<file path="src/rtl/sram_port_arb_pkg.sv">
`default_nettype none
// ============================================================================
// Module      : sram_pkg
// Description : Shared constants and types for the SRAM port arbiter.
// Revision    : 1.0 - initial release
// ============================================================================
package sram_pkg;

    localparam int c_DEFAULT_DATA_WIDTH = 32;
    localparam int c_DEFAULT_ADDR_BITS  = 10;
    localparam int c_WBE_BITS           = 4;

    typedef enum logic [1:0] {
        ARB   = 2'd0,
        LOCK0 = 2'd1,
        LOCK1 = 2'd2
    } arb_state_e;

    // One-hot grant for two requesters; on contention the port not granted
    // most recently wins (last_p1 = 1 means port 1 was granted last).
    function automatic logic [1:0] rr_pick(input logic [1:0] req,
                                           input logic       last_p1);
        logic [1:0] gnt;
        gnt = req;
        if (req == 2'b11) begin
            gnt = last_p1 ? 2'b01 : 2'b10;
        end
        return gnt;
    endfunction

endpackage
`default_nettype wire

</file>
<file path="src/rtl/sram_port_arb_if.sv">
`default_nettype none
// ============================================================================
// Module      : sram_port_arb_if
// Description : Requester ports and SRAM command/response bundle of the arbiter.
// Revision    : 1.0 - initial release
// ============================================================================
interface sram_port_arb_if #(
    parameter int DATA_WIDTH = sram_pkg::c_DEFAULT_DATA_WIDTH,
    parameter int ADDR_BITS  = sram_pkg::c_DEFAULT_ADDR_BITS
);

    logic                             p0_req_i;
    logic                             p0_we_i;
    logic [sram_pkg::c_WBE_BITS-1:0]  p0_wbe_i;
    logic [ADDR_BITS-1:0]             p0_addr_i;
    logic [DATA_WIDTH-1:0]            p0_wdata_i;
    logic                             p0_lock_i;
    logic                             p0_gnt_o;
    logic [DATA_WIDTH-1:0]            p0_rdata_o;
    logic                             p0_rvalid_o;

    logic                             p1_req_i;
    logic                             p1_we_i;
    logic [sram_pkg::c_WBE_BITS-1:0]  p1_wbe_i;
    logic [ADDR_BITS-1:0]             p1_addr_i;
    logic [DATA_WIDTH-1:0]            p1_wdata_i;
    logic                             p1_lock_i;
    logic                             p1_gnt_o;
    logic [DATA_WIDTH-1:0]            p1_rdata_o;
    logic                             p1_rvalid_o;

    logic                             mem_en_o;
    logic                             mem_we_o;
    logic [sram_pkg::c_WBE_BITS-1:0]  mem_wbe_o;
    logic [ADDR_BITS-1:0]             mem_addr_o;
    logic [DATA_WIDTH-1:0]            mem_wdata_o;
    logic [DATA_WIDTH-1:0]            mem_rdata_i;

    // Arbiter view.
    modport slave (
        input  p0_req_i, p0_we_i, p0_wbe_i, p0_addr_i, p0_wdata_i, p0_lock_i,
        output p0_gnt_o, p0_rdata_o, p0_rvalid_o,
        input  p1_req_i, p1_we_i, p1_wbe_i, p1_addr_i, p1_wdata_i, p1_lock_i,
        output p1_gnt_o, p1_rdata_o, p1_rvalid_o,
        output mem_en_o, mem_we_o, mem_wbe_o, mem_addr_o, mem_wdata_o,
        input  mem_rdata_i
    );

    // Requester plus SRAM-side view.
    modport master (
        output p0_req_i, p0_we_i, p0_wbe_i, p0_addr_i, p0_wdata_i, p0_lock_i,
        input  p0_gnt_o, p0_rdata_o, p0_rvalid_o,
        output p1_req_i, p1_we_i, p1_wbe_i, p1_addr_i, p1_wdata_i, p1_lock_i,
        input  p1_gnt_o, p1_rdata_o, p1_rvalid_o,
        input  mem_en_o, mem_we_o, mem_wbe_o, mem_addr_o, mem_wdata_o,
        output mem_rdata_i
    );

endinterface
`default_nettype wire

</file>
<file path="src/rtl/sram_port_arb_rr_arb2.sv">
`default_nettype none
// ============================================================================
// Module      : sram_rr_arb2
// Description : Two-input round-robin grant logic with last-granted pointer.
// Revision    : 1.0 - initial release
// ============================================================================
module sram_rr_arb2
    import sram_pkg::*;
(
    input  wire logic       hclk_i,
    input  wire logic       hrst_i,
    input  wire logic [1:0] req_i,
    output logic      [1:0] gnt_o
);

    logic last_p1_q;
    logic last_p1_d;

    assign gnt_o = rr_pick(req_i, last_p1_q);

    // Idle cycles leave the pointer alone so fairness survives gaps.
    always_comb begin : ptr_next
        last_p1_d = last_p1_q;
        if (|gnt_o) begin
            last_p1_d = gnt_o[1];
        end
    end

    always_ff @(posedge hclk_i) begin : ptr_reg
        if (hrst_i) begin
            last_p1_q <= 1'b1;
        end else begin
            last_p1_q <= last_p1_d;
        end
    end

endmodule
`default_nettype wire

</file>
<file path="src/rtl/sram_port_arb.sv">
`default_nettype none
// ============================================================================
// Module      : sram_port_arb
// Description : Two-port round-robin arbiter in front of a single-port SRAM.
//               Grant locking is built only with SRAM_PORT_ARB_LOCK_EN.
// Revision    : 1.0 - initial release
// ============================================================================
module sram_port_arb
    import sram_pkg::*;
#(
    parameter int DATA_WIDTH = c_DEFAULT_DATA_WIDTH,
    parameter int ADDR_BITS  = c_DEFAULT_ADDR_BITS,
    parameter int MEM_DEPTH  = 2 ** ADDR_BITS
) (
    input  wire logic      hclk_i,
    input  wire logic      hrst_i,
    sram_port_arb_if.slave bus
);

    logic [1:0] w_req_in;
    logic [1:0] w_req;
    logic [1:0] w_gnt;
    logic [1:0] w_lock;
    logic [1:0] w_we;

    logic w_unused_cfg;
    assign w_unused_cfg = (MEM_DEPTH != (1 << ADDR_BITS));

    // Requests are suppressed during reset so nothing reaches the SRAM.
    assign w_req_in = hrst_i ? 2'b00 : {bus.p1_req_i, bus.p0_req_i};
    assign w_lock   = {bus.p1_lock_i, bus.p0_lock_i};
    assign w_we     = {bus.p1_we_i, bus.p0_we_i};

`ifdef SRAM_PORT_ARB_LOCK_EN
    arb_state_e state_q;
    arb_state_e state_d;

    // A locked port keeps exclusive access while it requests with lock held.
    always_comb begin : lock_mask
        w_req = w_req_in;
        if (state_q == LOCK0 && w_req_in[0] && w_lock[0]) begin
            w_req = 2'b01;
        end else if (state_q == LOCK1 && w_req_in[1] && w_lock[1]) begin
            w_req = 2'b10;
        end
    end

    // Leaving a lock re-arbitrates in the same cycle, so every state shares
    // one rule: the next state follows whoever is granted with lock set.
    always_comb begin : fsm_next
        state_d = ARB;
        unique case (state_q)
            ARB, LOCK0, LOCK1: begin
                if (w_gnt[0] && w_lock[0]) begin
                    state_d = LOCK0;
                end else if (w_gnt[1] && w_lock[1]) begin
                    state_d = LOCK1;
                end
            end
            default: state_d = ARB;
        endcase
    end

    always_ff @(posedge hclk_i) begin : fsm_reg
        if (hrst_i) begin
            state_q <= ARB;
        end else begin
            state_q <= state_d;
        end
    end
`else
    logic w_unused_lock;
    assign w_unused_lock = ^w_lock;
    assign w_req         = w_req_in;
`endif

    sram_rr_arb2 u_rr_arb2 (
        .hclk_i (hclk_i),
        .hrst_i (hrst_i),
        .req_i  (w_req),
        .gnt_o  (w_gnt)
    );

    assign bus.p0_gnt_o = w_gnt[0];
    assign bus.p1_gnt_o = w_gnt[1];

    logic                  w_mem_we;
    logic [c_WBE_BITS-1:0] w_mem_wbe;
    logic [ADDR_BITS-1:0]  w_mem_addr;
    logic [DATA_WIDTH-1:0] w_mem_wdata;

    always_comb begin : cmd_mux
        w_mem_we    = 1'b0;
        w_mem_wbe   = '0;
        w_mem_addr  = '0;
        w_mem_wdata = '0;
        if (w_gnt[0]) begin
            w_mem_we    = bus.p0_we_i;
            w_mem_wbe   = bus.p0_wbe_i;
            w_mem_addr  = bus.p0_addr_i;
            w_mem_wdata = bus.p0_wdata_i;
        end else if (w_gnt[1]) begin
            w_mem_we    = bus.p1_we_i;
            w_mem_wbe   = bus.p1_wbe_i;
            w_mem_addr  = bus.p1_addr_i;
            w_mem_wdata = bus.p1_wdata_i;
        end
    end

    assign bus.mem_en_o    = |w_gnt;
    assign bus.mem_we_o    = w_mem_we;
    assign bus.mem_wbe_o   = w_mem_wbe;
    assign bus.mem_addr_o  = w_mem_addr;
    assign bus.mem_wdata_o = w_mem_wdata;

    // Owner of the read whose data the SRAM returns next cycle.
    logic [1:0] rd_own_q;
    logic [1:0] rd_own_d;

    assign rd_own_d = w_gnt & ~w_we;

    always_ff @(posedge hclk_i) begin : rd_own_reg
        if (hrst_i) begin
            rd_own_q <= 2'b00;
        end else begin
            rd_own_q <= rd_own_d;
        end
    end

    logic [1:0] w_rvalid;
    assign w_rvalid = hrst_i ? 2'b00 : rd_own_q;

    assign bus.p0_rvalid_o = w_rvalid[0];
    assign bus.p1_rvalid_o = w_rvalid[1];
    assign bus.p0_rdata_o  = w_rvalid[0] ? bus.mem_rdata_i : '0;
    assign bus.p1_rdata_o  = w_rvalid[1] ? bus.mem_rdata_i : '0;

endmodule
`default_nettype wire

</file>
<file path="src/flat_wrapper.sv">
// flat-port wrapper written by rule: the top's interface ports become plain ports
module sram_port_arb_flat import sram_pkg::*;
#(
    parameter int DATA_WIDTH = c_DEFAULT_DATA_WIDTH,
    parameter int ADDR_BITS  = c_DEFAULT_ADDR_BITS,
    parameter int MEM_DEPTH  = 2 ** ADDR_BITS
)
  (hclk_i, hrst_i, bus_p0_req_i, bus_p0_we_i, bus_p0_wbe_i, bus_p0_addr_i, bus_p0_wdata_i, bus_p0_lock_i, bus_p0_gnt_o, bus_p0_rdata_o, bus_p0_rvalid_o, bus_p1_req_i, bus_p1_we_i, bus_p1_wbe_i, bus_p1_addr_i, bus_p1_wdata_i, bus_p1_lock_i, bus_p1_gnt_o, bus_p1_rdata_o, bus_p1_rvalid_o, bus_mem_en_o, bus_mem_we_o, bus_mem_wbe_o, bus_mem_addr_o, bus_mem_wdata_o, bus_mem_rdata_i);
  sram_port_arb_if #(.DATA_WIDTH(DATA_WIDTH), .ADDR_BITS(ADDR_BITS)) bus_i ();
  input  wire logic hclk_i;
  input  wire logic hrst_i;
  input wire logic [$bits(bus_i.p0_req_i)-1:0] bus_p0_req_i;
  input wire logic [$bits(bus_i.p0_we_i)-1:0] bus_p0_we_i;
  input wire logic [$bits(bus_i.p0_wbe_i)-1:0] bus_p0_wbe_i;
  input wire logic [$bits(bus_i.p0_addr_i)-1:0] bus_p0_addr_i;
  input wire logic [$bits(bus_i.p0_wdata_i)-1:0] bus_p0_wdata_i;
  input wire logic [$bits(bus_i.p0_lock_i)-1:0] bus_p0_lock_i;
  output wire logic [$bits(bus_i.p0_gnt_o)-1:0] bus_p0_gnt_o;
  output wire logic [$bits(bus_i.p0_rdata_o)-1:0] bus_p0_rdata_o;
  output wire logic [$bits(bus_i.p0_rvalid_o)-1:0] bus_p0_rvalid_o;
  input wire logic [$bits(bus_i.p1_req_i)-1:0] bus_p1_req_i;
  input wire logic [$bits(bus_i.p1_we_i)-1:0] bus_p1_we_i;
  input wire logic [$bits(bus_i.p1_wbe_i)-1:0] bus_p1_wbe_i;
  input wire logic [$bits(bus_i.p1_addr_i)-1:0] bus_p1_addr_i;
  input wire logic [$bits(bus_i.p1_wdata_i)-1:0] bus_p1_wdata_i;
  input wire logic [$bits(bus_i.p1_lock_i)-1:0] bus_p1_lock_i;
  output wire logic [$bits(bus_i.p1_gnt_o)-1:0] bus_p1_gnt_o;
  output wire logic [$bits(bus_i.p1_rdata_o)-1:0] bus_p1_rdata_o;
  output wire logic [$bits(bus_i.p1_rvalid_o)-1:0] bus_p1_rvalid_o;
  output wire logic [$bits(bus_i.mem_en_o)-1:0] bus_mem_en_o;
  output wire logic [$bits(bus_i.mem_we_o)-1:0] bus_mem_we_o;
  output wire logic [$bits(bus_i.mem_wbe_o)-1:0] bus_mem_wbe_o;
  output wire logic [$bits(bus_i.mem_addr_o)-1:0] bus_mem_addr_o;
  output wire logic [$bits(bus_i.mem_wdata_o)-1:0] bus_mem_wdata_o;
  input wire logic [$bits(bus_i.mem_rdata_i)-1:0] bus_mem_rdata_i;
  assign bus_i.p0_req_i = bus_p0_req_i;
  assign bus_i.p0_we_i = bus_p0_we_i;
  assign bus_i.p0_wbe_i = bus_p0_wbe_i;
  assign bus_i.p0_addr_i = bus_p0_addr_i;
  assign bus_i.p0_wdata_i = bus_p0_wdata_i;
  assign bus_i.p0_lock_i = bus_p0_lock_i;
  assign bus_p0_gnt_o = bus_i.p0_gnt_o;
  assign bus_p0_rdata_o = bus_i.p0_rdata_o;
  assign bus_p0_rvalid_o = bus_i.p0_rvalid_o;
  assign bus_i.p1_req_i = bus_p1_req_i;
  assign bus_i.p1_we_i = bus_p1_we_i;
  assign bus_i.p1_wbe_i = bus_p1_wbe_i;
  assign bus_i.p1_addr_i = bus_p1_addr_i;
  assign bus_i.p1_wdata_i = bus_p1_wdata_i;
  assign bus_i.p1_lock_i = bus_p1_lock_i;
  assign bus_p1_gnt_o = bus_i.p1_gnt_o;
  assign bus_p1_rdata_o = bus_i.p1_rdata_o;
  assign bus_p1_rvalid_o = bus_i.p1_rvalid_o;
  assign bus_mem_en_o = bus_i.mem_en_o;
  assign bus_mem_we_o = bus_i.mem_we_o;
  assign bus_mem_wbe_o = bus_i.mem_wbe_o;
  assign bus_mem_addr_o = bus_i.mem_addr_o;
  assign bus_mem_wdata_o = bus_i.mem_wdata_o;
  assign bus_i.mem_rdata_i = bus_mem_rdata_i;
  sram_port_arb #(.DATA_WIDTH(DATA_WIDTH), .ADDR_BITS(ADDR_BITS), .MEM_DEPTH(MEM_DEPTH)) u_core (.hclk_i(hclk_i), .hrst_i(hrst_i), .bus(bus_i));
endmodule
</file>
<file path="config.mk">
export PLATFORM = sky130hd
export DESIGN_NAME = sram_port_arb_flat
export DESIGN_NICKNAME = d
export VERILOG_FILES = /design/src/rtl/sram_port_arb_pkg.sv /design/src/rtl/sram_port_arb_if.sv /design/src/rtl/sram_port_arb_rr_arb2.sv /design/src/rtl/sram_port_arb.sv /design/src/flat_wrapper.sv
export SDC_FILE = /design/constraint.sdc
export NUM_CORES = 1
export LEC_CHECK = 0
export CAP_MARGIN = 20
export CORE_AREA = 5 5 94 96
export CTS_CLUSTER_DIAMETER = 60
export CTS_CLUSTER_SIZE = 20
export DETAILED_ROUTE_END_ITERATION = 16
export DIE_AREA = 0 0 99 101
export PLACE_DENSITY = 0.71
export REMOVE_ABC_BUFFERS = 1
export SLEW_MARGIN = 20
export SYNTH_ARGS = -nofsm -noshare
export SYNTH_HDL_FRONTEND = slang
export SYNTH_SLANG_ARGS = --single-unit
</file>
<file path="constraint.sdc">
create_clock -name hclk_i -period 1.6 [get_ports hclk_i]
set_input_delay 0.32 -clock hclk_i [delete_from_list [all_inputs] [get_ports hclk_i]]
set_output_delay 0.32 -clock hclk_i [all_outputs]
set_load 0.005 [all_outputs]
</file>
# [After elaboration in Yosys (flattened, before gate mapping)]
# Index checks and enable logic that the tools add are counted.
[word_totals] regBits=3 out_inout_bits=116
[classes] n_eq_ne=1 n_reduce_logical=1 n_mux=14 bitwise=2
[ops] op="32-bit two-way mux" count=4
[ops] op="10-bit two-way mux" count=2
[ops] op="2-bit two-way mux" count=4
[ops] op="4-bit two-way mux" count=2
[ops] op="2-bit bitwise AND" count=1
[ops] op="2-bit == test (second input constant)" count=1
[ops] op="1-bit two-way mux" count=2
[ops] op="2-bit inverter" count=1
[ops] op="2-bit OR reduction" count=1

# [Depth between registers and ports, before layout]
# Gate-level depths: netlist of the first run.
[depth] ltp_word=5 mapped_depth=6 mapped_depth_nobuf=3

# [Cells and area by module]
# A second synthesis of the first run with hierarchy kept.
[unflattened] cells_unflattened=149 hier_area_um2=1189.9
[by_module_without_submodules] mod="sram_port_arb" instances=1 area_each_um2=1134.8 cells_per_inst=142 seq_area_each_um2=40.0
[by_module_without_submodules] mod="sram_rr_arb2" instances=1 area_each_um2=55.1 cells_per_inst=7 seq_area_each_um2=20.0

# [Least setup slack after synthesis of the first run]
# OpenSTA, ideal clock, no wires.
[synth_timing] kind="input port to output port" from="input bus_p0_req_i" to="output bus_mem_wdata_o[10]" arrival_ps=1053 slack_ps=227 cell_stages=6 required_ps=1280 cell_sequence="buf_2 a21boi_2 buf_4 buf_6 a32oi_1 nor2_1"
[synth_via] elab_chain_cells=5
[synth_lines] item="from (decl)" line="flat_wrapper.sv:12" rtl="input wire logic [$bits(bus_i.p0_req_i)-1:0] bus_p0_req_i;"
[synth_lines] item="2-bit two-way mux (*)" line="sram_port_arb.sv:30" rtl="assign w_req_in = hrst_i ? 2'b00 : {bus.p1_req_i, bus.p0_req_i};"
[synth_lines] item="2-bit == test" line="sram_port_arb_pkg.sv:25" rtl="if (req == 2'b11) begin"
[synth_lines] item="2-bit two-way mux (*)" line="sram_port_arb_pkg.sv:25"
[synth_lines] item="32-bit two-way mux" line="sram_port_arb.sv:102" rtl="end else if (w_gnt[1]) begin"
[synth_lines] item="32-bit two-way mux (*)" line="sram_port_arb.sv:97" rtl="if (w_gnt[0]) begin"
[synth_lines] item="to (decl)" line="flat_wrapper.sv:34" rtl="output wire logic [$bits(bus_i.mem_wdata_o)-1:0] bus_mem_wdata_o;"
# Mark *: on every way between the ends. The rest lies on a longest branch, timed or not.

# [Final worst setup path of the first run]
[layout_timing] from="register u_core.u_rr_arb2.last_p1_q" to="output bus_mem_addr_o[7]"
[layout_via] elab_chain_cells=4
[layout_lines] item="from (decl)" line="sram_port_arb_rr_arb2.sv:16" rtl="logic last_p1_q;"
[layout_lines] item="from (signal assigned)" line="sram_port_arb_rr_arb2.sv:33" rtl="last_p1_q <= last_p1_d;"
[layout_lines] item="2-bit two-way mux (*)" line="sram_port_arb_pkg.sv:26" rtl="gnt = last_p1 ? 2'b01 : 2'b10;"
[layout_lines] item="2-bit two-way mux (*)" line="sram_port_arb_pkg.sv:25"
[layout_lines] item="10-bit two-way mux" line="sram_port_arb.sv:102"
[layout_lines] item="10-bit two-way mux (*)" line="sram_port_arb.sv:97"
[layout_lines] item="to (decl)" line="flat_wrapper.sv:33" rtl="output wire logic [$bits(bus_i.mem_addr_o)-1:0] bus_mem_addr_o;"
# Marks and branches as above.

==> results of run 1 <==
metal layers:
| metal | wire, µm | GRT usage |
|---|---|---|
| met1 | 3856 | 0.2011 |
| met2 | 4955 | 0.3146 |
| met4 | 189 | 0.03887 |
| met3 | 1037 | 0.06228 |
| met5 | 0 | 0 |
logic make-up (layout without fill, tap and decap cells):
| kind of cell | after synthesis | count (layout) |
|---|---|---|
| AO/OA/AOI/OAI | 49 | 49 |
| AND/OR/NAND/NOR | 124 | 124 |
| buffers and inverters | 28 | 286 |
| flip-flops | 3 | 3 |
worst max-delay path, stage by stage (launching register included):
cell      delay [ns]
dfxtp_4         0.35
a21boi_4        0.06
buf_6           0.13
buf_6           0.11
buf_6           0.11
buf_6           0.10
a32oi_1         0.14
nor2_1          0.05
buf_2           0.13
Yosys cell counts (all sizes together):
master | n | area (µm²)
a21boi | 1 | 11.26
a32oi | 47 | 411.6
and2 | 64 | 400.4
buf | 15 | 111.4
clkbuf | 13 | 48.80
dfxtp | 3 | 60.06
nand2 | 3 | 11.26
nand2b | 2 | 12.51
nor2 | 51 | 191.4
nor2b | 2 | 17.52
nor3 | 2 | 10.01
o21ai | 1 | 5.000
power by group:
group	internal, mW	switching [mW]	leakage [nW]
registers	0.0790	0.00281	0.0252
logic	0.548	0.303	1.78
clock network	0.170	0.0526	0.0228
what timing repair did:
item | CTS | global route
setup endpoints to repair | 116 | 59
gates resized for setup | 291 | 185
pin swaps | 22 | 15
buffers inserted | 12 | 4
cloned | 5 | 6
state kept, by name, summed over array words and instances (netlist names):
| signal | cells |
|---|---|
| u_core.rd_own_q | 2 |
| u_core.u_rr_arb2.last_p1_q | 1 |
layout make-up:
class	count	area [µm²]
sequential	3	65.06
clock buffer	4	45.04
tap	105	131.4
fill	772	4124
timing repair buffer	282	2477
multi-input combinational	173	1126
through the flow:
step                setup WS [ns]  TNS (ns)
floorplan                 -0.3442    -16.46
global placement          -0.7174    -43.24
detailed placement        -0.7261    -44.40
CTS                       -0.2363    -5.537
global route              -0.2303    -6.284
finish                    -0.1337    -2.148
how the worst max path moves through the flow:
stage / startpoint / endpoint
after floorplan: u_core.u_rr_arb2.last_p1_q / bus_mem_addr_o[0]
after global placement: bus_p1_req_i / bus_mem_wdata_o[21]
after detailed placement: bus_p1_req_i / bus_mem_wdata_o[21]
after CTS: u_core.u_rr_arb2.last_p1_q / bus_mem_wdata_o[21]
after global routing: u_core.u_rr_arb2.last_p1_q / bus_mem_addr_o[1]
final: u_core.u_rr_arb2.last_p1_q / bus_mem_addr_o[7]
==> impl_metrics.toml, run 1 <==
[setup_path]
crit_arrival_ns = 1.41
setup.worst_path.class = "register to primary output"
crit_fanout = 3
rr_worst_depth = 5
required_ns = 1.28
reg2reg_setup_slack_ns = 0.53
r2r-start = "u_core.u_rr_arb2.last_p1_q"
critPathLaunchType = "register"
r2r-end = "u_core.rd_own_q[0]"
crit_path_end_kind = "primary output"

[place]
dp_hpwl_mm = 7.336
placed_cells = 540
place_area_um2 = 3882
gp_congestion = 0.8025
portBuffers = 245

[clock_network]
htree_levels = 1
postCtsHoldBufs = 0
cts_tree = "done"
clk_latency_ns = 0.22
clockBufferDepth = 2
cts_made_buffers = 3
cts_root_buf = "clkbuf_8"
clk_transition_reported_paths_ns = 0.03
clock-sinks = 3

[floorplanning]
ios = 248
core_area_um2 = 7969
row_count = 33
die_w_um = 99
dieArea_um2 = 9999
start_util = 0.1620
die_h_um = 101

[detailed_routing]
drcViolationCount = 0
ant_nets = 0
routed_wl_mm = 10.04
viasPerCell = 4.670
via_count = 2648
first_pass_iters = 4
drt_iter0_markers = 67
wl_per_cell_um = 17.71

[global_routing]
grt_pass1_vias = 2702
antenna_found_initial = 0
grt_max_degree = 48
grt.overflow.total = 0
grt_pass1_wl_mm = 14.26
grtUsageTotal = 0.1760

[hold_path]
hold_start = "bus_p1_req_i"
min_path_cells = 4
hold_end = "u_core.u_rr_arb2.last_p1_q"
hold_class = "input pin to register"

[layout]
final_util = 0.4825
drive_gt1_frac = 0.3680
layout_common_cells = "clkdlybuf4s50_1 (126), buf_2 (79), and2_1 (59)"
final_cells = 567
n_antenna_cell = 0
final_common_cell = "clkdlybuf4s50_1"
area_growth_syn_to_layout_pct = 197.8
fin_area_um2 = 3845
final_nets = 595

[timing]
max_slew_margin = 0.8299
min_period_over_period = 1.084
setup_violations = 42
holdWs_ns = 0.5111
maxSlewViolCount = 0
rsz0062_at_grt = "true"
fin_crit_ns = 1.734
finClkSkew_ns = 0.001159
hold_viol_final = 0
timing.fmax_ghz = 0.5768
setup_ws_ns = -0.1337
worst_pin_slew_ns = 0.2546

[power_and_ir_drop]
ir_drop_mv = 0.1144
power_density_nw_per_um2 = 300.3
p_leak_nw = 1.824
power_mw = 1.155

[logic_synthesis]
synth_simple_gate_area_share = 0.4981
yosys_register_bits = 3
synth_xor_area_frac = 0
avgSynthCellArea_um2 = 6.330
synthMuxAreaShare = 0
synth_top_family_by_area = "simple AND/OR/NAND/NOR gates"
synthAdderAreaFrac = 0
netlist_instances = 204
syn-cell-area_um2 = 1291
synth_compound_area_frac = 0.3314
yosysWarningCount = 0
ys_seq_area_frac = 0.04651
yosysUniqueCellTypes = 14

[job]
maxCapViolCount = 0

[outcome]
status = "complete, but fails checks"
violations = "setup timing"
(Power assumes the default switching activity.)
==> run 2, diff against run 1 <==
SETUP_SLACK_MARGIN = 0.15   (was default)
==> run 2 against run 1 <==
The flow still finishes with violations (setup timing); critical path type unchanged; critical endpoint is now bus_mem_wdata_o[18]; wire length grew 5.2%; sequential power about the same; core utilization increased by 7.7 points; first-iteration DRC count fell by 25%; combinational power is 10% higher; global-route usage is 0.13 points higher; maximum frequency shrank 3.3%; non-clock buffer count increased by 13; clock skew fell by 0.00072 ns.
==> impl_metrics.toml, run 2 (synthesized netlist as in run 1, its figures left out) <==
[timing]
hold_viol_final = 0
worst_pin_slew_ns = 0.2509
setup_violations = 49
setup_ws_ns = -0.1930
rsz0062_at_grt = "true"
min_period_over_period = 1.121
max_slew_margin = 0.8328
setup_tns_ns = -4.640
timing.fmax_ghz = 0.5577
maxSlewViolCount = 0
finClkSkew_ns = 0.0004395
holdWs_ns = 0.5192
fin_crit_ns = 1.793

[floorplanning]
core_area_um2 = 7969
die_w_um = 99
die_h_um = 101
row_count = 33
ios = 248
start_util = 0.1620
dieArea_um2 = 9999

[clock_network]
clockBufferDepth = 2
clk_latency_ns = 0.22
clock-sinks = 3
cts_tree = "done"
clk_transition_reported_paths_ns = 0.03
htree_levels = 1
cts_root_buf = "clkbuf_8"
cts_made_buffers = 3

[place]
dp_hpwl_mm = 7.336
portBuffers = 245
gp_congestion = 0.8025

[global_routing]
busiest_layer = "met2"
use_met1 = 0.1961
grt_pass1_wl_mm = 14.35
grt_max_degree = 48
grt_pass1_vias = 2735
grtUsageMet3 = 0.06090
grt.overflow.total = 0
grtUsageTotal = 0.1773
grt_util_met2 = 0.3208
antenna_found_initial = 0

[setup_path]
crit_path_end_kind = "primary output"
required_ns = 1.28
r2r-start = "u_core.u_rr_arb2.last_p1_q"
rr_worst_depth = 7
crit_fanout = 7
r2r-end = "u_core.rd_own_q[0]"
crit_arrival_ns = 1.47
critPathLaunchType = "register"
reg2reg_setup_slack_ns = 0.32
cp-startpoint = "u_core.u_rr_arb2.last_p1_q"
setup.worst_path.class = "register to primary output"

[detailed_routing]
drt_iter0_markers = 50
routed_wl_mm = 10.56
viasPerCell = 4.616
ant_nets = 0
wl_per_cell_um = 18.21
via_count = 2677
drcViolationCount = 0
first_pass_iters = 4

[layout]
final_common_cell = "clkdlybuf4s50_1"
final_nets = 608
layout_common_cells = "clkdlybuf4s50_1 (126), buf_6 (57), buf_2 (54)"
largest_register_ff_count = 2
regMostFlops = "u_core.rd_own_q"
top_regs = "u_core.rd_own_q (2), u_core.u_rr_arb2.last_p1_q (1)"
area_growth_syn_to_layout_pct = 245.5
drive_gt1_frac = 0.4463
n_antenna_cell = 0

[hold_path]
min_path_cells = 4
hold_end = "u_core.u_rr_arb2.last_p1_q"
hold_start = "bus_p1_req_i"
hold_class = "input pin to register"

[job]
maxCapViolCount = 0

[power_and_ir_drop]
ir_drop_mv = 0.1201
p_leak_nw = 2.268
power_density_nw_per_um2 = 278.7
power_mw = 1.243

[outcome]
status = "complete, but fails checks"
violations = "setup timing"
==> run 2: routing by layer <==
metal,share of wire,vias up,routed length [µm]
li1,-,1290,-
met1,0.38,1217,3966
met2,0.51,162,5396
met3,0.10,8,1109
met4,0.0088,0,93
met5,0,-,0
==> run 2: report_power, final <==
| part | switching [mW] | total [mW] | internal, mW | leakage, nW |
|---|---|---|---|---|
| Combinational | 0.326 | 0.939 | 0.612 | 2.22 |
| Clock | 0.0527 | 0.223 | 0.170 | 0.0228 |
| Sequential | 0.00296 | 0.0820 | 0.0790 | 0.0252 |
| Total | 0.382 | 1.24 | 0.861 | 2.27 |
==> run 2: worst max-delay path by stage <==
stage	depth (start not counted)	slack, ns	endpoint
finish	8	-0.19	bus_mem_wdata_o[18]
floorplan	3	-0.34	bus_mem_addr_o[0]
detailed placement	6	-0.73	bus_mem_wdata_o[21]
CTS	7	-0.24	bus_mem_wdata_o[21]
global placement	6	-0.72	bus_mem_wdata_o[21]
global route	8	-0.28	bus_mem_addr_o[0]
==> run 2: layout make-up <==
class	instances	area, µm²
clock buffer	4	45.04
sequential	3	65.06
multi-input combinational	173	1246
timing repair buffer	295	2974
fill	726	3507
tap	105	131.4
==> run 2: worst max-delay path, stage by stage, from the launching register on <==
cell,delay (ns)
dfxtp_4,0.35
a21boi_4,0.06
buf_6,0.13
buf_6,0.12
buf_12,0.13
buf_12,0.12
a32oi_1,0.16
nor2_1,0.06
buf_2,0.12
==> run 2: per-stage QoR <==
step	util	instance area (µm²)	std cells	setup WS (ns)
floorplan	-	1131	176	-0.3442
global placement	0.4872	3882	540	-0.7174
detailed placement	0.4872	3882	540	-0.7261
finish	0.5599	4462	580	-0.1930
CTS	0.5071	4041	562	-0.2363
global route	0.5599	4462	580	-0.2788
==> run 2: timing repair <==
action,in CTS,in global routing
cloned,5,6
pin swaps,22,54
endpoints found under the setup margin,116,116
hold buffers,0,0
resized for setup,342,194
setup buffers,13,12
==> run 3, diff against run 2 <==
CORE_AREA = 5 5 93 95   (was 5 5 94 96)
DIE_AREA = 0 0 98 100   (was 0 0 99 101)
SYNTH_HIERARCHICAL = 1   (was default)
==> run 3 against run 2 <==
Register-to-register slack is essentially flat; largest power group unchanged; sequential power shrank 2%; critical endpoint is now bus_mem_wdata_o[20]; hold slack lost 0.23 ns; the run still ends with setup timing left; clock skew grew 0.00085 ns; non-clock buffer count grew 35; critical path depth grew 3; critical path type is now input pin to primary output; largest cell class unchanged; clock power grew 4%; die area shrank 2.0%.
==> impl_metrics.toml, run 3 <==
[outcome]
status = "complete, but fails checks"
violations = "setup timing"

[floorplanning]
dieArea_um2 = 9800
ios = 248
row_count = 32
die_w_um = 98
core_area_um2 = 7647
die_h_um = 100
start_util = 0.1556

[setup_path]
crit_path_end_kind = "primary output"
worstPathCellList = "buf_6 -> nor2b_4 -> buf_6 -> a21boi_4 -> nor2b_4 -> buf_6 -> buf_8 -> buf_12 -> buf_16 -> a22o_1 -> buf_2"
setup.worst_path.class = "input pin to primary output"
critPathLaunchType = "input pin"
cp_slowest_cell = "a21boi_4"
crit_arrival_ns = 1.71
crit_path_frequent_cell = "buf_6"
cpPeakStageDelay_ns = 0.19
crit_fanout = 6
required_ns = 1.28

[global_routing]
grtUsageTotal = 0.2049
antenna_found_initial = 1
grt_pass1_wl_mm = 15.51
grt_pass1_vias = 2707
grt_max_degree = 12
grt.overflow.total = 0

[layout]
regMostFlops = "u_core/rd_own_q"
area_growth_syn_to_layout_pct = 321.1
drive_gt1_frac = 0.6052
fill_cells = 599
final_nets = 599
largest_register_ff_count = 2
top_regs = "u_core/rd_own_q (2), u_core/u_rr_arb2/last_p1_q (1)"
final_common_cell = "clkdlybuf4s50_1"
fin_area_um2 = 5011
layout_common_cells = "clkdlybuf4s50_1 (126), buf_6 (99), and2_4 (59)"

[clock_network]
cts_root_buf = "clkbuf_8"
htree_levels = 1
clock-sinks = 3
cts_made_buffers = 3
cts_tree = "done"
clk_latency_ns = 0.22
clk_transition_reported_paths_ns = 0.03
clockBufferDepth = 2

[logic_synthesis]
netlist_instances = 149
synthArstFlopShare = 0
syn-cell-area_um2 = 1190
post-synth-top-count-cell = "and2_1"
avgSynthCellArea_um2 = 7.986
yosysWarningCount = 6
yosys_register_bits = 3
synth-edff-count = 0
synthTopCellsByArea = "and2_1 (34%), a22o_1 (33%), buf_12 (8.4%), buf_6 (6.6%), dfxtp_1 (5.0%)"
synth_common_cells = "and2_1 (65), a22o_1 (45), buf_6 (7), buf_12 (5), nand2_1 (5)"
yosysUniqueCellTypes = 16
ys_seq_area_frac = 0.05047
synth.top_cell.area_share = 0.3417
synth_flop_cell = "dfxtp_1"
synth_top_area_cell = "and2_1"

[timing]
timing.fmax_ghz = 0.4918
max_slew_margin = 0.8707
setup_violations = 108
maxSlewViolCount = 0
setup_ws_ns = -0.4334
hold_viol_final = 0
finClkSkew_ns = 0.001291
min_period_over_period = 1.271
fin_crit_ns = 2.033
rsz0062_at_grt = "true"
worst_pin_slew_ns = 0.1935

[detailed_routing]
routed_wl_mm = 11.79
ant_nets = 0
wl_per_cell_um = 20.71
viasPerCell = 4.439
via_count = 2526
first_pass_iters = 4
drcViolationCount = 0
drt_iter0_markers = 42

[power_and_ir_drop]
power_density_nw_per_um2 = 258.6
ir_drop_mv = 0.1714
p_leak_nw = 2.409
power_mw = 1.296

[place]
portBuffers = 245
place_area_um2 = 3706
dp_hpwl_mm = 7.563
gp_congestion = 0.8205

[job]
maxCapViolCount = 0

[hold_path]
hold_class = "input pin to register"
-- run 3: cell families (layout without fill, tap and decap cells) --
kind of cell | Yosys count | count (layout) | share of synthesized area
other cells | 0 | 1 | 0
simple gates | 79 | 79 | 0.4259
buf+inv | 18 | 335 | 0.1714
flops | 3 | 3 | 0.05048
compound gates | 49 | 49 | 0.3523
-- run 3: stage by stage --
step                hold slack, ns  setup slack (ns)  instances  TNS, ns  utilization
CTS                         0.2960           -0.4083        549   -25.11       0.5825
global placement            0.5483            -1.044        489   -85.67       0.4846
global route                0.2889           -0.4729        569   -28.89       0.6553
detailed placement          0.5664            -1.058        489   -88.79       0.4846
floorplan                   0.3951            -3.258        132  -156.97            -
finish                      0.2892           -0.4334        569   -23.91       0.6553
-- run 3: cell type report --
cell class                      instances  area, µm²  share of cell area
Inverter                                1      3.754           0.0007491
Tap cell                              102      127.6             0.02547
Multi-Input combinational cell        128       1151              0.2297
Clock buffer                            4      45.04            0.008989
Sequential cell                         3      63.81             0.01273
Antenna cell                            1      2.502           0.0004994
Timing Repair Buffer                  330       3617              0.7218
-- run 3: worst paths after layout --
kind / to / cells after the start / start / slack, ns
worst max register to register: u_core/rd_own_q[0] / 7 / u_core/u_rr_arb2/last_p1_q / 0.33
worst min-delay path: u_core/u_rr_arb2/last_p1_q / 2 / hrst_i / 0.29
worst max-delay path: bus_mem_wdata_o[20] / 11 / bus_p1_req_i / -0.43
worst min register to register: u_core/u_rr_arb2/last_p1_q / 2 / u_core/u_rr_arb2/last_p1_q / 0.56
-- run 3: layer usage --
layer	wire, µm	track usage	vias to the layer above
met3	1166	0.07853	17
met5	0	0	-
met2	6453	0.4073	177
li1	-	-	1174
met4	233	0.04366	0
met1	3931	0.1992	1158
-- run 3: report_power, final --
| group | switching [mW] | internal, mW | total, mW |
|---|---|---|---|
| clock | 0.0606 | 0.171 | 0.231 |
| sequential | 0.00171 | 0.0789 | 0.0807 |
| combinational | 0.302 | 0.682 | 0.984 |
-- run 3: repair_timing --
| item | in CTS | in global routing |
|---|---|---|
| gates cloned | 16 | 3 |
| endpoints found under the setup margin | 117 | 116 |
| pin swaps | 27 | 28 |
| setup buffers | 40 | 16 |
| gates resized for setup | 525 | 142 |
| hold buffers | 0 | 0 |
| endpoints found under the hold margin | 0 | 0 |
-- run 3: worst max-delay path, delay by kind of cell --
kind | cells | cell delay [ns]
AOI/OAI and AO/OA | 2 | 0.38
buffers and inverters | 7 | 0.83
and+or+nand+nor | 2 | 0.19
==> RTL change, RTL diff (settings of run 1) <==
The option `SRAM_PORT_ARB_LOCK_EN` is turned on by a define.
--- a/src/rtl/sram_port_arb.sv
+++ b/src/rtl/sram_port_arb.sv
@@ -7,2 +7,4 @@
 // ============================================================================
+`define SRAM_PORT_ARB_LOCK_EN
+
 module sram_port_arb
Function: changed (a bounded check fails within 4 cycles, from zero or initial values and one cycle with hrst_i high).
==> RTL change against run 1 <==
The flow still finishes with violations (setup timing); synthesized area fell by 5.1%; clock power grew 8%; routed wire length increased by 13%; worst setup slack lost 0.45 ns; sequential cell count rose by 2; power grew 20%; design area rose by 26%; core utilization increased by 12 points; global-route usage grew 3.0 points; clock skew about the same; count of clock-buffer cells in the layout did not move; sequential share of layout area up 0.48 points; die area did not move; critical endpoint is now bus_mem_wdata_o[14]; largest cell class unchanged; largest power group unchanged; highest routed layer unchanged.
==> RTL change: results (changes against run 1) <==
| Metric | Value |
|---|---|
| Status | complete, but fails checks |
| Failing checks | setup timing |
| First drt pass iteration count | 4 (unchanged) |
| Starting DRT DRC Count | 32 (-52%) |
| CP max FO | 7 (+4) |
| Post-synth top cells | and2_1, a22o_1, buf_6 |
| Leakage | 2.33 nW (+28%) |
| Vias in the first global route | 2769 (+2.5%) |
| Peak VDD IR | 0.000204 V (+78%) |
| Setup tns final | -28.05 ns (-25.91 ns) |
| Post-synth ARST share | 0% (unchanged) |
| Met3 Use GR | 6.16% (-0.069 points) |
| Min-delay src | bus_p1_lock_i |
| Cells on worst reg2reg path | 5 (unchanged) |
| Hold Path Class | in -> reg |
| CTS buffer count | 3 (unchanged) |
| Post-synth top flop | dfxtp_1 |
| Vias | 2505 (-5.4%) |
| Worst path buffer plus inverter count | 3 (-2) |
| Nets | 596 (+0.17%) |
| Slowest CP cell | o311a_4 |
| Post-DP HPWL | 7.53 mm (+2.6%) |
| Final setup fails | 90 (+110%) |
| Worst slew pin tran | 0.301 ns (+0.0467 ns) |
| Global placer's final weighted congestion | 0.787 (-1.9%) |
| First-pass GRT wire length | 15.9 mm (+12%) |
| Max incr delay on CP | 0.39 ns (+0.04 ns) |
| Flop2flop setup slack | 0.03 ns (-0.50 ns) |
| Share of cells above drive strength 1 | 59.6% (+23 points) |
| Top delay family on crit path | compound AO/OA/AOI/OAI gates |
| Global-route usage over all layers | 20.6% (+3.0 points) |
| Synth area leaders | and2_1, a22o_1, buf_6 |
| Met2 Track Usage GR | 39.7% (+8.2 points) |
| Post-DP Area | 3830 um2 (-1.3%) |
| Min Hold Slack | 0.571 ns (+0.0596 ns) |
| Sequential fraction of the synthesis area | 8.17% (+3.5 points) |
| WL/cell | 19.9 um (+13%) |
| Clock skew | 0.00126 ns (+0.0000982 ns) |
| CP endpoint | bus_mem_wdata_o[14] |
| GR Util met1 | 20.9% (+0.82 points) |
| Hold EP | u_core.state_q[1]$_SDFF_PP0_ |
| Post-synth cell types | 21 (+7) |
| Largest net degree at the start of global routing | 19 (-60%) |
| Worst R2R End | u_core.state_q[0]$_SDFF_PP0_ |
| Port bufs | 247 (+0.82%) |
| Setup WS post-layout | -0.588 ns (-0.454 ns) |
| Largest regs | u_core.rd_own_q (2), u_core.state_q (2), u_core.u_rr_arb2.last_p1_q (1) |
| Worst Hold Path Cells | 2 (-2) |
| CTS root buf | clkbuf_8 |
| RR Startpoint | u_core.state_q[1]$_SDFF_PP0_ |
| Initial antenna violation count | 1 (+1) |
RTL change: cell count changes after synthesis, moves of 3 or more:
cell | before | now
a32oi_1 | 47 | 0
buf_6 | 5 | 10
nor2_1 | 51 | 0
a22o_2 | 0 | 7
a22o_1 | 0 | 40
and2b_2 | 0 | 3
buf_2 | 8 | 0
clkbuf_1 | 13 | 6
RTL change: through the flow:
| stage | utilization (%) | setup slack [ns] | instances |
|---|---|---|---|
| finish | 60.7 | -0.588 | 569 |
| global route | 60.7 | -0.629 | 569 |
| CTS | 55.5 | -0.645 | 561 |
| detailed placement | 48.1 | -1.05 | 497 |
| global placement | 48.1 | -1.03 | 497 |
| floorplan | - | -0.731 | 135 |
RTL change: cells by family (layout without fill, tap and decap cells):
kind of cell | count (synthesis) | count (layout) | synth area share (%)
other | 0 | 1 | 0
DFF | 5 | 5 | 8.17
buffers and inverters | 16 | 328 | 11.0
AOI/OAI and AO/OA | 53 | 53 | 39.5
and+or+nand+nor | 77 | 77 | 41.3
RTL change: where the power goes:
group          internal, mW  switching (mW)
combinational         0.699           0.312
clock                 0.172          0.0682
sequential            0.132         0.00277
RTL change: timing repair:
item,CTS,global route
resized for setup,548,127
pin swaps,36,26
setup endpoints to repair,119,116
buffers inserted,49,18
cloned,11,4
hold buffers,0,0
RTL change: layout make-up:
class	count	area [um2]
Clock buffer	4	45.0
Timing Repair Buffer	324	3360
Antenna cell	1	2.50
Tap cell	105	131
Multi-Input combinational cell	130	1190
Sequential cell	5	105
Fill cell	665	3130
RTL change: metal layers:
metal	up-vias	wire [um]	part of all wire [%]
met1	1155	3820	34
met3	13	992	8.8
met4	0	165	1.5
li1	1181	-	-
met5	-	0	0
met2	156	6360	56
